**src/rtl/fetch_unit_pkg.sv**
```systemverilog
// Shared types and constants for the instruction-fetch stage.
package fetch_unit_pkg;

   localparam int unsigned WORD_W = 16;
   localparam logic [WORD_W-1:0] NOP_INSTR = 16'h0000;
   localparam logic [WORD_W-1:0] PC_INC = 16'd2;

   typedef enum logic [1:0] {
      IDLE,
      WAIT,
      DISCARD
   } state_t;

   typedef struct packed {
      logic [WORD_W-1:0] instr;
      logic [WORD_W-1:0] pc_plus_2;
   } fetch_entry_t;

endpackage

```
**src/rtl/fetch_unit_if.sv**
```systemverilog
// Instruction-memory req/ack bus between the fetch stage and memory.
interface fetch_unit_if;
   import fetch_unit_pkg::*;

   logic              imem_req;
   logic [WORD_W-1:0] imem_addr;
   logic              imem_ack;
   logic [WORD_W-1:0] imem_rdata;

   modport master (output imem_req, imem_addr, input imem_ack, imem_rdata);
   modport slave  (input imem_req, imem_addr, output imem_ack, imem_rdata);

endinterface

```
**src/rtl/fetch_buf.sv**
```systemverilog
// Prefetch FIFO of {instr, pc_plus_2}; pointers wrap modulo BUF_DEPTH, flush beats push.
module fetch_buf
   import fetch_unit_pkg::*;
#(
   parameter int unsigned BUF_DEPTH = 2,
   localparam int unsigned CNT_W = $clog2(BUF_DEPTH + 1)
) (
   input  logic             clk,
   input  logic             rst_n,
   input  logic             push,
   input  logic             pop,
   input  logic             flush,
   input  fetch_entry_t     wr_entry,
   output fetch_entry_t     head,
   output logic             full,
   output logic             empty,
   output logic [CNT_W-1:0] count
);

   localparam int unsigned PTR_W = $clog2(BUF_DEPTH);

   fetch_entry_t     mem [BUF_DEPTH];
   logic [PTR_W-1:0] wr_ptr;
   logic [PTR_W-1:0] rd_ptr;
   logic             do_push;
   logic             do_pop;

   function automatic logic [PTR_W-1:0] inc_ptr(input logic [PTR_W-1:0] p);
      return (p == PTR_W'(BUF_DEPTH - 1)) ? '0 : p + PTR_W'(1);
   endfunction

   assign full    = (count == CNT_W'(BUF_DEPTH));
   assign empty   = (count == '0);
   assign do_pop  = pop & ~flush & ~empty;
   assign do_push = push & ~flush & (~full | do_pop);
   assign head    = mem[rd_ptr];

   always_ff @(posedge clk or negedge rst_n) begin
      if (!rst_n) begin
         wr_ptr <= '0;
         rd_ptr <= '0;
         count  <= '0;
      end else if (flush) begin
         wr_ptr <= '0;
         rd_ptr <= '0;
         count  <= '0;
      end else begin
         if (do_push) wr_ptr <= inc_ptr(wr_ptr);
         if (do_pop)  rd_ptr <= inc_ptr(rd_ptr);
         count <= count + CNT_W'(do_push) - CNT_W'(do_pop);
      end
   end

   always_ff @(posedge clk) begin
      if (do_push) mem[wr_ptr] <= wr_entry;
   end

endmodule

```
**src/rtl/fetch_unit.sv**
```systemverilog
// Fetch stage: owns the fetch PC, runs the imem req/ack handshake and feeds IF/ID from a prefetch buffer.
module fetch_unit
   import fetch_unit_pkg::*;
#(
   parameter logic [15:0] RESET_PC  = 16'h0000,
   parameter int unsigned BUF_DEPTH = 2,
   parameter logic [15:0] NOP_INSTR = fetch_unit_pkg::NOP_INSTR
) (
   input  logic                clk,
   input  logic                rst_n,
   fetch_unit_if.master        imem,
   input  logic                stall,
   input  logic                branch_taken,
   input  logic [WORD_W-1:0]   branch_target,
   output logic [WORD_W-1:0]   instruction,
   output logic [WORD_W-1:0]   pc_plus_2,
   output logic                ifid_en
);

   localparam int unsigned CNT_W = $clog2(BUF_DEPTH + 1);

   state_t            state;
   state_t            state_nxt;
   logic [WORD_W-1:0] fetch_pc;
   logic [WORD_W-1:0] fetch_pc_nxt;
   logic [WORD_W-1:0] req_addr;
   logic [WORD_W-1:0] req_addr_nxt;
   logic [WORD_W-1:0] target;
   logic [WORD_W-1:0] addr;
   logic              req;
   logic              push;
   logic              pop;
   logic              room_after;
   logic              buf_full;
   logic              buf_empty;
   logic [CNT_W-1:0]  buf_count;
   fetch_entry_t      head;
   fetch_entry_t      wr_entry;

   assign target   = branch_target & 16'hFFFE;
   assign addr     = (state == IDLE) ? fetch_pc : req_addr;
   assign wr_entry = '{instr: imem.imem_rdata, pc_plus_2: addr + PC_INC};
   assign pop      = ~stall & ~buf_empty & ~branch_taken;
   // Room for a back-to-back request once this cycle's push/pop have landed.
   assign room_after = (buf_count - CNT_W'(pop)) < CNT_W'(BUF_DEPTH - 1);

   assign imem.imem_req  = rst_n & req;
   assign imem.imem_addr = addr;

   fetch_buf #(
      .BUF_DEPTH (BUF_DEPTH)
   ) u_buf (
      .clk      (clk),
      .rst_n    (rst_n),
      .push     (push),
      .pop      (pop),
      .flush    (branch_taken),
      .wr_entry (wr_entry),
      .head     (head),
      .full     (buf_full),
      .empty    (buf_empty),
      .count    (buf_count)
   );

   always_ff @(posedge clk or negedge rst_n) begin
      if (!rst_n) begin
         state    <= IDLE;
         fetch_pc <= RESET_PC;
         req_addr <= RESET_PC;
      end else begin
         state    <= state_nxt;
         fetch_pc <= fetch_pc_nxt;
         req_addr <= req_addr_nxt;
      end
   end

   always_comb begin
      state_nxt    = state;
      fetch_pc_nxt = fetch_pc;
      req_addr_nxt = req_addr;
      req          = 1'b0;
      push         = 1'b0;
      case (state)
         IDLE: begin
            if (branch_taken) begin
               fetch_pc_nxt = target;
            end else if (!buf_full) begin
               req = 1'b1;
               if (imem.imem_ack) begin
                  push         = 1'b1;
                  fetch_pc_nxt = fetch_pc + PC_INC;
               end else begin
                  state_nxt    = WAIT;
                  req_addr_nxt = fetch_pc;
               end
            end
         end
         WAIT: begin
            req = 1'b1;
            if (branch_taken) begin
               fetch_pc_nxt = target;
               state_nxt    = imem.imem_ack ? IDLE : DISCARD;
            end else if (imem.imem_ack) begin
               push         = 1'b1;
               fetch_pc_nxt = fetch_pc + PC_INC;
               if (room_after) req_addr_nxt = fetch_pc + PC_INC;
               else            state_nxt    = IDLE;
            end
         end
         DISCARD: begin
            req = 1'b1;
            if (branch_taken)   fetch_pc_nxt = target;
            if (imem.imem_ack)  state_nxt    = IDLE;
         end
         default: state_nxt = IDLE;
      endcase
   end

   // A redirect squashes IF/ID with a forced bubble regardless of stall.
   always_comb begin
      instruction = NOP_INSTR;
      pc_plus_2   = fetch_pc + PC_INC;
      ifid_en     = rst_n & (branch_taken | ~stall);
      if (!branch_taken && !buf_empty) begin
         instruction = head.instr;
         pc_plus_2   = head.pc_plus_2;
      end
   end

endmodule

```
**src/flat_wrapper.sv**
```systemverilog
// flat-port wrapper written by rule: the top's interface ports become plain ports
module fetch_unit_flat import fetch_unit_pkg::*;
#(
   parameter logic [15:0] RESET_PC  = 16'h0000,
   parameter int unsigned BUF_DEPTH = 2,
   parameter logic [15:0] NOP_INSTR = fetch_unit_pkg::NOP_INSTR
)
  (clk, rst_n, stall, branch_taken, branch_target, instruction, pc_plus_2, ifid_en, imem_imem_req, imem_imem_addr, imem_imem_ack, imem_imem_rdata);
  fetch_unit_if imem_i ();
  input  logic clk;
  input  logic rst_n;
  input  logic stall;
  input  logic branch_taken;
  input  logic [WORD_W-1:0] branch_target;
  output logic [WORD_W-1:0] instruction;
  output logic [WORD_W-1:0] pc_plus_2;
  output logic ifid_en;
  output wire logic [$bits(imem_i.imem_req)-1:0] imem_imem_req;
  output wire logic [$bits(imem_i.imem_addr)-1:0] imem_imem_addr;
  input wire logic [$bits(imem_i.imem_ack)-1:0] imem_imem_ack;
  input wire logic [$bits(imem_i.imem_rdata)-1:0] imem_imem_rdata;
  assign imem_imem_req = imem_i.imem_req;
  assign imem_imem_addr = imem_i.imem_addr;
  assign imem_i.imem_ack = imem_imem_ack;
  assign imem_i.imem_rdata = imem_imem_rdata;
  fetch_unit #(.RESET_PC(RESET_PC), .BUF_DEPTH(BUF_DEPTH), .NOP_INSTR(NOP_INSTR)) u_core (.clk(clk), .rst_n(rst_n), .imem(imem_i), .stall(stall), .branch_taken(branch_taken), .branch_target(branch_target), .instruction(instruction), .pc_plus_2(pc_plus_2), .ifid_en(ifid_en));
endmodule
```
**config.mk**
```make
export PLATFORM = sky130hd
export DESIGN_NAME = fetch_unit_flat
export DESIGN_NICKNAME = d
export VERILOG_FILES = /design/src/rtl/fetch_unit_pkg.sv /design/src/rtl/fetch_unit_if.sv /design/src/rtl/fetch_buf.sv /design/src/rtl/fetch_unit.sv /design/src/flat_wrapper.sv
export SDC_FILE = /design/constraint.sdc
export NUM_CORES = 1
export LEC_CHECK = 0
export BUFFER_PORTS_ARGS = -buffer_cell sky130_fd_sc_hd__buf_4
export CAP_MARGIN = 15
export CORE_UTILIZATION = 40
export CTS_BUF_LIST = sky130_fd_sc_hd__clkbuf_4 sky130_fd_sc_hd__clkbuf_8 sky130_fd_sc_hd__clkbuf_16
export CTS_CLUSTER_SIZE = 20
export DETAILED_ROUTE_END_ITERATION = 10
export GPL_ROUTABILITY_DRIVEN = 0
export HOLD_SLACK_MARGIN = 0.1
export PLACE_DENSITY = 0.59
export SETUP_SLACK_MARGIN = 0.05
export SYNTH_ARGS = -nofsm -noshare
export SYNTH_HDL_FRONTEND = slang
export SYNTH_SLANG_ARGS = --single-unit
```
**constraint.sdc**
```tcl
create_clock -name clk -period 4.9 [get_ports clk]
set_clock_uncertainty 0.1 [all_clocks]
set_input_delay 0.49 -clock clk [delete_from_list [all_inputs] [get_ports clk]]
set_output_delay 0.49 -clock clk [all_outputs]
set_load 0.01 [all_outputs]
```
==> Word level (Yosys, flattened, before mapping) <==
Memories as Yosys holds them, arrays and structs flattened.
Cells that the tools add are included.
{ "word_totals": {"elab_cells": 98, "out_inout_bits": 50, "mem_bits_rw": 64, "n_memories": 1, "latchBits": 0, "inputBits": 37, "regBits": 38, "mem_bits_ro": 0} }
{ "op_classes": {"bitwise_logic": 14, "add_sub_neg": 7, "n_mux": 42, "n_eq_ne": 14, "n_mul": 0, "shifts": 0, "reduce_logical": 13, "n_lt_le_gt_ge": 1, "n_div": 0} }
{ "mem_list": {"columns": ["name", "words", "word_bits", "rd", "rd_ports_with_merged_regs", "write_ports", "line_no", "source"], "rows": [
  ["u_core.u_buf.mem", 2, 32, 1, 0, 1, "fetch_buf.sv:22", "fetch_entry_t mem [BUF_DEPTH];"]
]} }
{ "ops": {"columns": ["operator", "count"], "rows": [
  ["16-bit two-way mux", 14],
  ["16-bit one-hot mux with 3 select lines", 1],
  ["16-bit by 2-bit adder with 16-bit output, second input constant", 2],
  ["16-bit one-hot mux with 2 select lines", 1],
  ["2-bit two-way mux", 9],
  ["1-bit two-way mux", 14],
  ["2-bit != test, second input constant", 7],
  ["3-bit != test, second input constant", 3],
  ["1-bit bitwise AND", 8],
  ["7-bit AND reduction", 1],
  ["2-bit one-hot mux with 3 select lines", 1],
  ["6-bit AND reduction", 1],
  ["2-bit nonzero test", 3],
  ["2-bit equality test, second input constant", 2],
  ["2-bit logical NOT", 2],
  ["1-bit NOT", 4],
  ["1-bit one-hot mux with 2 select lines", 2],
  ["2-bit by 1-bit subtractor with 2-bit output", 2],
  ["3-bit AND reduction", 1],
  ["3-bit nonzero test", 1],
  ["1-bit adder, second input constant", 2],
  ["2-bit by 1-bit adder with 2-bit output", 1],
  ["2-bit by 1-bit equality test with 1-bit output, second input constant", 1],
  ["1-bit logical NOT", 2],
  ["5 further kinds", 6]
]} }

==> Logic depth before layout (Yosys ltp) <==
Gate-level depths: netlist of the first run.
{ "logic_depth": {"ltp_word": 11, "ltp_mapped": 13, "ltp_nobuf": 11} }

==> Modules after synthesis <==
Synthesis of the first run repeated with hierarchy kept, for this count alone.
{ "hier_totals": {"hier_cells": 509, "hier_area_um2": 5589.1} }
{ "by_module_without_submodules": {"columns": ["mod", "n_inst", "cells_per_inst", "area_each_um2", "seq_area_each_um2"], "rows": [
  ["fetch_unit", 1, 380, 3024.2, 800.8],
  ["fetch_buf", 1, 129, 2565.0, 2021.9]
]} }

==> Least setup slack after synthesis of the first run <==
No wires, ideal clock.
{ "synth_path": {"kind": "reg2reg", "startpoint": "reg u_core.state[1]", "endpoint": "mem u_core.u_buf.mem[0][10] (netlist name) (enable)", "path_stages_with_launch": 9, "synth_period_minus_slack_ns": 3.171, "arrival_ns": 2.652, "setup_time_ns": 0.419, "required_time_ns": 4.381, "slack_ns": 1.729, "n_path_buf": 2, "path_cell_list": "dfrtp_1 inv_1 ha_1 buf_4 buf_4 nand2_1 inv_1 o221ai_1 nor2_1"} }
{ "synth_between": {"elab_chain_cells": 6, "elab_cells_between_ends": 7, "classes_between": "1 x eq/ne; 3 x mux; 2 x bitwise; 1 x reduce/logical"} }
{ "synth_rtl": {"columns": ["item", "line_no", "source"], "rows": [
  ["from (decl)", "fetch_unit.sv:22", "state_t state;"],
  ["from (signal assigned)", "fetch_unit.sv:71", "state <= state_nxt;"],
  ["2-bit by 1-bit equality test with 1-bit output or 2-bit logical NOT (tied branches)", "fetch_unit.sv:83", "case (state)"],
  ["1-bit one-hot mux with 2 select lines *", "fetch_unit.sv:83", null],
  ["1-bit bitwise AND * (2 in a row)", "fetch_buf.sv:35", "assign do_push = push & ~flush & (~full | do_pop);"],
  ["1-bit two-way mux *", "fetch_buf.sv:55", "if (do_push) mem[wr_ptr] <= wr_entry;"],
  ["1-bit two-way mux (not written as such) *", "fetch_buf.sv:55", null],
  ["to (decl)", "fetch_buf.sv:22", null]
]} }
Every way passes the cells marked *; elsewhere a longest branch is shown, timed or not.

==> results of run 1 <==
## report_power, final
group	total [W]	internal, W	switching, W
Combinational	0.00208	0.000950	0.00113
Sequential	0.00153	0.00121	0.000314
Clock	0.000768	0.000453	0.000315
## cell usage in the layout (no fill, tap or decap), types with 6 or more instances in the layout
cell	n
nand2_1	36
nor2b_1	14
xnor2_1	15
a21oi_1	32
ha_1	9
edfxtp_1	62
o21ai_0	22
buf_4	89
dfrtp_1	35
and3_1	6
inv_1	14
clkbuf_16	9
a211oi_1	9
mux2i_1	30
mux2_2	11
xor2_1	20
nand4_1	6
nand3_1	17
nor2_1	50
## cell families (layout without fill, tap and decap cells)
family / Yosys count / in the layout / synth area share
xor gates and xnor gates: 36 / 36 / 0.0603
and+or+nand+nor: 160 / 160 / 0.152
muxes: 41 / 41 / 0.0792
other: 1 / 2 / 0.000700
adders and majority gates: 9 / 9 / 0.0210
buffers and inverters: 50 / 120 / 0.0484
AOI/OAI and AO/OA: 98 / 98 / 0.122
DFF: 98 / 98 / 0.516
## cell type report
cell class,count,area share
clock inverters,7,0.0159
repair buffers,90,0.106
clock buffers,9,0.0353
inverters,14,0.00823
flip-flops and latches,98,0.433
multi-input cells,346,0.368
well taps,172,0.0337
## worst max-delay path: cells and delay by family (launching register included)
family	cells	cell delay, ps
adders and majority gates	2	960
and+or+nand+nor	3	480
DFF	1	430
AOI/OAI and AO/OA	2	720
buffers and inverters	2	280
xor gates and xnor gates	1	140
## worst paths after layout
kind / startpoint / end / slack, ps
max: u_core.state[1] / u_core.u_buf.mem[1][15] / 1530
min: imem_imem_rdata[9] / u_core.u_buf.mem[1][25] / 230
max reg2reg: u_core.state[1] / u_core.u_buf.mem[1][15] / 1530
min reg2reg: u_core.u_buf.wr_ptr / u_core.u_buf.wr_ptr / 420
max in group asynchronous: rst_n / u_core.u_buf.rd_ptr / 3770
min in group asynchronous: rst_n / u_core.state[1] / 550
## flip-flops by register name (all words and copies together) (netlist names)
name	cells
u_core.fetch_pc	15
u_core.req_addr	15
u_core.state	2
u_core.u_buf.count	2
u_core.u_buf.mem	62
u_core.u_buf.rd_ptr	1
u_core.u_buf.wr_ptr	1
## through the flow
step,cells,power [W],utilization
6_report,736,0.00438,0.498
3_3_place_gp,719,0.00360,0.472
5_1_grt,736,0.00469,0.498
4_1_cts,736,0.00442,0.498
2_1_floorplan,494,0.00291,-
3_5_place_dp,719,0.00364,0.472
## per-layer routing
metal,wire (um),track usage,vias up
li1,-,-,1903
met1,5720,0.247,1854
met2,5500,0.289,110
met3,547,0.0291,12
met4,114,0.0505,0
met5,0,0,-
==> impl_metrics.yaml, run 1 <==
critical_path:
  critPathMaxFanout: 19
  worstSetupPathType: "reg2reg"
  crit_required_ps: 4890
  critical_path.endpoint_type: "flip-flop"
  critPathArrivalTime_ps: 3360
  critical_path.max_stage_delay_ps: 730
  crit_slowest_cell: "ha_1"
  crit_chain: "inv_1 -> ha_1 -> a21oi_1 -> inv_1 -> ha_1 -> nand4_1 -> a22oi_1 -> and2_2 -> nand3_2 -> xnor2_1"
  start_kind: "flip-flop"
  reg2reg_depth: 10
cts:
  clk_pin_slew_ps: 70
  clk_latency_ps: 340
  clock-sinks: 98
  clk_path_buf_depth: 2
  cts_tree: "built"
  clock-root-buffer: "clkbuf_16"
  ctsResizeCount: 0
  cts_setup_buffers: 0
  cts_made_buffers: 9
  htree_num_levels: 3
  hold_buffers: 1
yosys:
  yosysSeqAreaShare: 0.516
  yosysWarnings: 0
  synthTopCellsByCount: "62 x edfxtp_1, 52 x nor2_1, 36 x dfrtp_1, 36 x nand2_1, 32 x a21oi_1"
  synth_area_sq_um: 5350
  synth_top_area_cell: "edfxtp_1"
  synth_edf_count: 62
  yosysMostFrequentCell: "edfxtp_1"
  synth_cells: 493
  ys_top_cells_by_area: "edfxtp_1 35%, dfrtp_1 17%, mux2i_1 5.6%"
  synth-seq-cells: 98
  async_reset_ff_frac: 0.367
  synth_cell_types: 61
  avgSynthCellArea_sq_um: 10.9
  synth_flop_cell: "edfxtp_1"
  yosys.area.top_type_share: 0.348
cells_and_area:
  syn_to_final_growth_pct: 19.3
  multi_input_area_sq_um: 2350
  drive_gt1_frac: 0.243
  nets: 605
  final_area_sq_um: 6390
  antenna_cells: 0
  regArea_sq_um: 2760
  fill_cells: 1199
floorplanning:
  initial_utilization: 0.417
  dieHeight_um: 118
  die-area_sq_um: 13900
  core_sq_um: 12800
  dieWidth_um: 118
  ios: 87
  num_rows: 41
route:
  drt_wl_total_um: 11900
  drc_errors: 0
  via_per_inst: 5.27
  wl_per_cell_um: 16.1
  antenna_left: 0
  dr.pass1.iters: 4
  vias: 3879
  drt_iter0_markers: 267
timing:
  setup_viol: 0
  slew_viol_final: 0
  fin_crit_sh: 0.688
  hold_viol: 0
  rsz0062_at_grt: "no"
  relSlewSlack: 0.313
  worst_slack_ps: 1530
  tightest_slew_ps: 1030
  timing.fmax_mhz: 297
  finalSetupTns_ps: 0
  whs_ps: 230
  fin_crit_ps: 3370
global_route:
  grt_overflow: 0
  grt_start_max_net_pins: 49
  globalRouteTotalUtil: 0.179
  grt_pass1_wl_um: 19800
  antenna_found_initial: 0
  grt_pass1_vias: 3904
outcome:
  status: "finished clean"
place:
  place_area_sq_um: 6050
  port_buffers: 83
  dp_slack_ps: 1570
  dp_hpwl_um: 8410
min_path:
  worstHoldPathType: "in2reg"
  min_path_cells: 1
job:
  drv_cap: 0
power:
  peakVddDrop_mv: 0.222
  p_per_area_nw_per_um2: 686
  p_leak_nw: 2.48
Power figures use the tool's default switching activity.
==> run 2: changes to the inputs <==
- ABC_AREA: not set -> 1
- clock period: 4.9 -> 3.25 ns (I/O delays scaled with it)
==> impl_metrics.yaml, run 2 <==
global_route:
  grt_overflow: 0
  grt_start_max_net_pins: 40
  globalRouteTotalUtil: 0.202
  grt_pass1_vias: 4641
  grt_pass1_wl_um: 22800
  antenna_found_initial: 0
cts:
  clk_pin_slew_ps: 70
  cts_tree: "built"
  cts_made_buffers: 9
  clock-sinks: 98
  ctsResizeCount: 0
  htree_num_levels: 3
  clk_latency_ps: 350
  clk_path_buf_depth: 2
  clock-root-buffer: "clkbuf_16"
critical_path:
  critPathMaxFanout: 27
  critical_path.endpoint_type: "output port"
  worstSetupPathType: "reg2out"
  start_kind: "flip-flop"
  critPathArrivalTime_ps: 2220
  worstSetupStartpoint: "u_core.state[1]"
  crit_required_ps: 2820
  r2r-start: "u_core.state[1]"
yosys:
  synth_compound_area_frac: 0.0845
  synthTopCellsByCount: "272 x nand2_1, 75 x nor2_1, 66 x inv_1, 62 x edfxtp_1"
  synth_area_sq_um: 5670
  yosys.area.top_type_share: 0.328
  synth_top_family_by_area: "simple AND/OR/NAND/NOR gates"
  synth_cells: 719
  yosysSeqAreaShare: 0.487
  synth-seq-cells: 98
  synth_cell_types: 37
  yosysMostFrequentCell: "nand2_1"
  synthMuxAreaShare: 0.00176
  ys_top_cells_by_area: "edfxtp_1 33%, nand2_1 18%, dfrtp_1 16%"
  synth_edf_count: 62
  yosys.area_share.simple: 0.308
  synth_top_area_cell: "edfxtp_1"
  synth_fa_ha_area_frac: 0.0198
  synth_flop_cell: "edfxtp_1"
  yosysWarnings: 0
  avgSynthCellArea_sq_um: 7.89
  async_reset_ff_frac: 0.367
  synthXorXnorAreaFrac: 0.0185
power:
  total_power_w: 0.00713
  p_leak_nw: 3.25
  peakVddDrop_mv: 0.336
  p_per_area_nw_per_um2: 1040
timing:
  relSlewSlack: 0.360
  finalSetupTns_ps: 0
  hold_viol: 0
  fin_crit_ps: 2640
  timing.fmax_mhz: 378
  rsz0062_at_grt: "no"
  slew_viol_final: 0
  setup_viol: 0
  tightest_slew_ps: 959
  worst_slack_ps: 607
  fin_crit_sh: 0.813
min_path:
  min-delay-start: "branch_taken"
  worstHoldPathType: "in2reg"
cells_and_area:
  nets: 857
  final_common_cell: "nand2_1"
  largest_register_ffs: 62
  syn_to_final_growth_pct: 21.2
  utilization: 0.495
  top_regs: "u_core.u_buf.mem (62), u_core.fetch_pc (15), u_core.req_addr (15)"
  regMostFlops: "u_core.u_buf.mem"
  final_cell_mix: "272 x nand2_1, 91 x buf_4, 74 x nor2_1"
  drive_gt1_frac: 0.193
  antenna_cells: 0
place:
  dp_slack_ps: 630
  port_buffers: 83
  dp_hpwl_um: 9890
floorplanning:
  dieWidth_um: 121
  die-area_sq_um: 14700
  dieHeight_um: 121
  core_sq_um: 13900
  ios: 87
  initial_utilization: 0.409
  num_rows: 43
route:
  dr_wl_met2_um: 6360
  wl_met1_um: 6460
  dr_wl_met3_um: 679
  dr.pass1.iters: 5
  routed.top_layer: "met4"
  drt_iter0_markers: 453
  vias: 4844
  drt_wl_total_um: 13800
  drc_errors: 0
  wl_per_cell_um: 13.8
  via_per_inst: 4.87
  antenna_left: 0
outcome:
  status: "finished clean"
job:
  drv_cap: 0
[run 2: cell count changes in the layout (fill, tap and decap cells not counted), moves of 13 or more]
cell           previous run  this run
dlygate4sd3_1             1        17
nand2_1                  36       272
nand3_1                  17        31
a21oi_1                  32         8
inv_1                    14        66
xnor2_1                  15         1
o21ai_0                  22        36
mux2i_1                  30         1
o21ai_2                   0        13
nor2b_1                  14         0
nor2_1                   50        74
[run 2: path summary, 6_finish.rpt]
kind,end,slack (ps),depth (start not counted)
setup / recovery,imem_imem_addr[6],610,6
hold / removal,u_core.u_buf.count[0],130,2
setup reg to reg,u_core.u_buf.mem[1][9],620,9
hold reg to reg,u_core.req_addr[6],380,2
max in group asynchronous,u_core.req_addr[6],2190,3
min in group asynchronous,u_core.req_addr[11],510,3
[run 2: cell families after synthesis]
| group | Yosys count |
|---|---|
| fa+ha+maj | 9 |
| xor+xnor | 12 |
| flops | 98 |
| mux | 1 |
| other cells | 1 |
| simple gates | 419 |
| compound gates | 77 |
| buf+inv | 102 |
[run 2: final cells by class]
type	instances	area, sq um
tap	180	225
clock inverter	6	66.3
clock buffer	9	225
timing repair buffer	108	853
fill	1337	7000
inverter	74	280
sequential	98	2760
multi-input combinational	520	2460
[run 2: layer usage]
metal	GRT usage	vias to the layer above
met5	0	-
met4	0.0756	0
met3	0.0315	15
met2	0.324	128
met1	0.273	2226
li1	-	2475
[run 2: what timing repair did]
| item | CTS | global route |
|---|---|---|
| buffers inserted | 0 | 0 |
| hold buffers | 17 | 0 |
| endpoints found under the hold margin | 68 | 0 |
[run 2: stage by stage]
| stage | cells | hold slack (ps) | instance area (sq um) |
|---|---|---|---|
| 2_1_floorplan | 720 | -70.6 | 5680 |
| 3_3_place_gp | 963 | 358 | 6410 |
| 3_5_place_dp | 963 | 359 | 6410 |
| 4_1_cts | 995 | 131 | 6880 |
| 5_1_grt | 995 | 149 | 6880 |
| 6_report | 995 | 133 | 6880 |
[run 2: worst max-delay path, cell delays in order (launching register included)]
cell and delay [ps]:
dfrtp_1 420, inv_1 120, ha_1 430, buf_4 350, nand2_1 80, o21ai_1 240
buf_4 220
[run 2: power by group]
group	total, W	switching [W]	leakage (nW)	internal, W
Sequential	0.00204	0.000237	1.01	0.00181
Combinational	0.00403	0.00263	2.11	0.00139
Clock	0.00107	0.000470	0.136	0.000595
==> run 3: changes to the inputs <==
- clock period: 3.25 -> 2.7 ns (I/O delays scaled with it)
==> impl_metrics.yaml, run 3 (synthesized netlist as in run 2, its figures left out) <==
outcome:
  status: "finished clean"
power:
  total_power_w: 0.00875
  p_leak_nw: 3.31
  p_per_area_nw_per_um2: 1250
  peakVddDrop_mv: 0.424
cells_and_area:
  drive_gt1_frac: 0.201
  largest_register_ffs: 62
  antenna_cells: 0
  top_regs: "u_core.u_buf.mem (62), u_core.fetch_pc (15), u_core.req_addr (15)"
  final_cell_mix: "272 x nand2_1, 92 x buf_4, 74 x nor2_1"
  nets: 863
  final_common_cell: "nand2_1"
  instances_no_fill: 1002
  syn_to_final_growth_pct: 23.0
  regMostFlops: "u_core.u_buf.mem"
  final_area_sq_um: 6980
critical_path:
  critPathArrivalTime_ps: 2160
  critical_path.endpoint_type: "output port"
  start_kind: "flip-flop"
  crit_required_ps: 2330
  worstSetupPathType: "reg2out"
  critPathMaxFanout: 5
place:
  dp.cells: 968
  dp_slack_ps: 239
  port_buffers: 83
  place_area_sq_um: 6490
  dp_hpwl_um: 10100
timing:
  fin_crit_sh: 0.936
  slew_viol_final: 0
  rsz0062_at_grt: "no"
  hold_viol: 0
  fin_crit_ps: 2530
  timing.fmax_mhz: 396
  worst_slack_ps: 174
  setup_viol: 0
  finalSetupTns_ps: 0
cts:
  cts_made_buffers: 9
  clk_path_buf_depth: 2
  clock-sinks: 98
  clk_latency_ps: 350
  htree_num_levels: 3
  cts_setup_buffers: 0
  clk_pin_slew_ps: 70
  cts_tree: "built"
  clock-root-buffer: "clkbuf_16"
global_route:
  grt_start_max_net_pins: 40
  antenna_found_initial: 0
  globalRouteTotalUtil: 0.199
  grt_pass1_vias: 4442
  grt_overflow: 0
  grt_pass1_wl_um: 22300
route:
  drc_errors: 0
  via_per_inst: 4.82
  wl_per_cell_um: 13.8
  drt_iter0_markers: 366
  dr.pass1.iters: 5
  drt_wl_total_um: 13900
  antenna_left: 0
  vias: 4827
floorplanning:
  dieWidth_um: 121
  dieHeight_um: 121
  initial_utilization: 0.409
  die-area_sq_um: 14700
  ios: 87
  num_rows: 43
  core_sq_um: 13900
job:
  drv_cap: 0
min_path:
  worstHoldPathType: "in2reg"
run 3: critical path: stages (launching register included):
cell,delay [ps]
dfrtp_1,390
ha_1,220
nand2_1,70
nor2_1,330
nand2_1,170
nand2_1,110
nand2_1,120
o21ai_0,220
buf_4,160
run 3: path summary, 6_finish.rpt:
kind	start	to	slack [ps]	depth (start not counted)
min in group asynchronous	rst_n	u_core.req_addr[13]	460	3
max	u_core.fetch_pc[1]	pc_plus_2[9]	170	8
min reg2reg	u_core.req_addr[11]	u_core.req_addr[11]	380	2
min	imem_imem_ack	u_core.state[1]	140	4
max in group asynchronous	rst_n	u_core.fetch_pc[11]	1690	3
max reg2reg	u_core.state[1]	u_core.u_buf.count[1]	330	10
run 3: final cells by class:
| cell class | instances | area (sq um) |
|---|---|---|
| Fill cell | 1332 | 6900 |
| Sequential cell | 98 | 2760 |
| Multi-Input combinational cell | 520 | 2470 |
| Timing Repair Buffer | 114 | 942 |
| Inverter | 74 | 280 |
| Clock buffer | 9 | 225 |
| Tap cell | 180 | 225 |
| Clock inverter | 7 | 75.1 |
run 3: what timing repair did:
item                       4_1_cts  5_1_grt
hold buffers                    18        0
hold endpoints to repair        70        0
setup endpoints to repair        0        7
resized for setup                0        2
run 3: metrics by stage:
stage	hold WS [ps]	utilization
2_1_floorplan	-126	-
3_3_place_gp	305	0.468
4_1_cts	136	0.503
3_5_place_dp	310	0.468
6_report	137	0.503
5_1_grt	166	0.503
run 3: routing by layer:
metal  GRT usage  vias up  wire length (um)
met5           0        -                 0
met2       0.314      132              6310
met4      0.0841        0               259
met1       0.273     2188              6520
li1            -     2491                 -
met3      0.0287       16               766
run 3: power by group:
part / internal, W / switching [W] / total [W]
Sequential: 0.00217 / 0.000280 / 0.00245
Clock: 0.000727 / 0.000585 / 0.00131
Combinational: 0.00179 / 0.00320 / 0.00499
Total: 0.00469 / 0.00406 / 0.00875
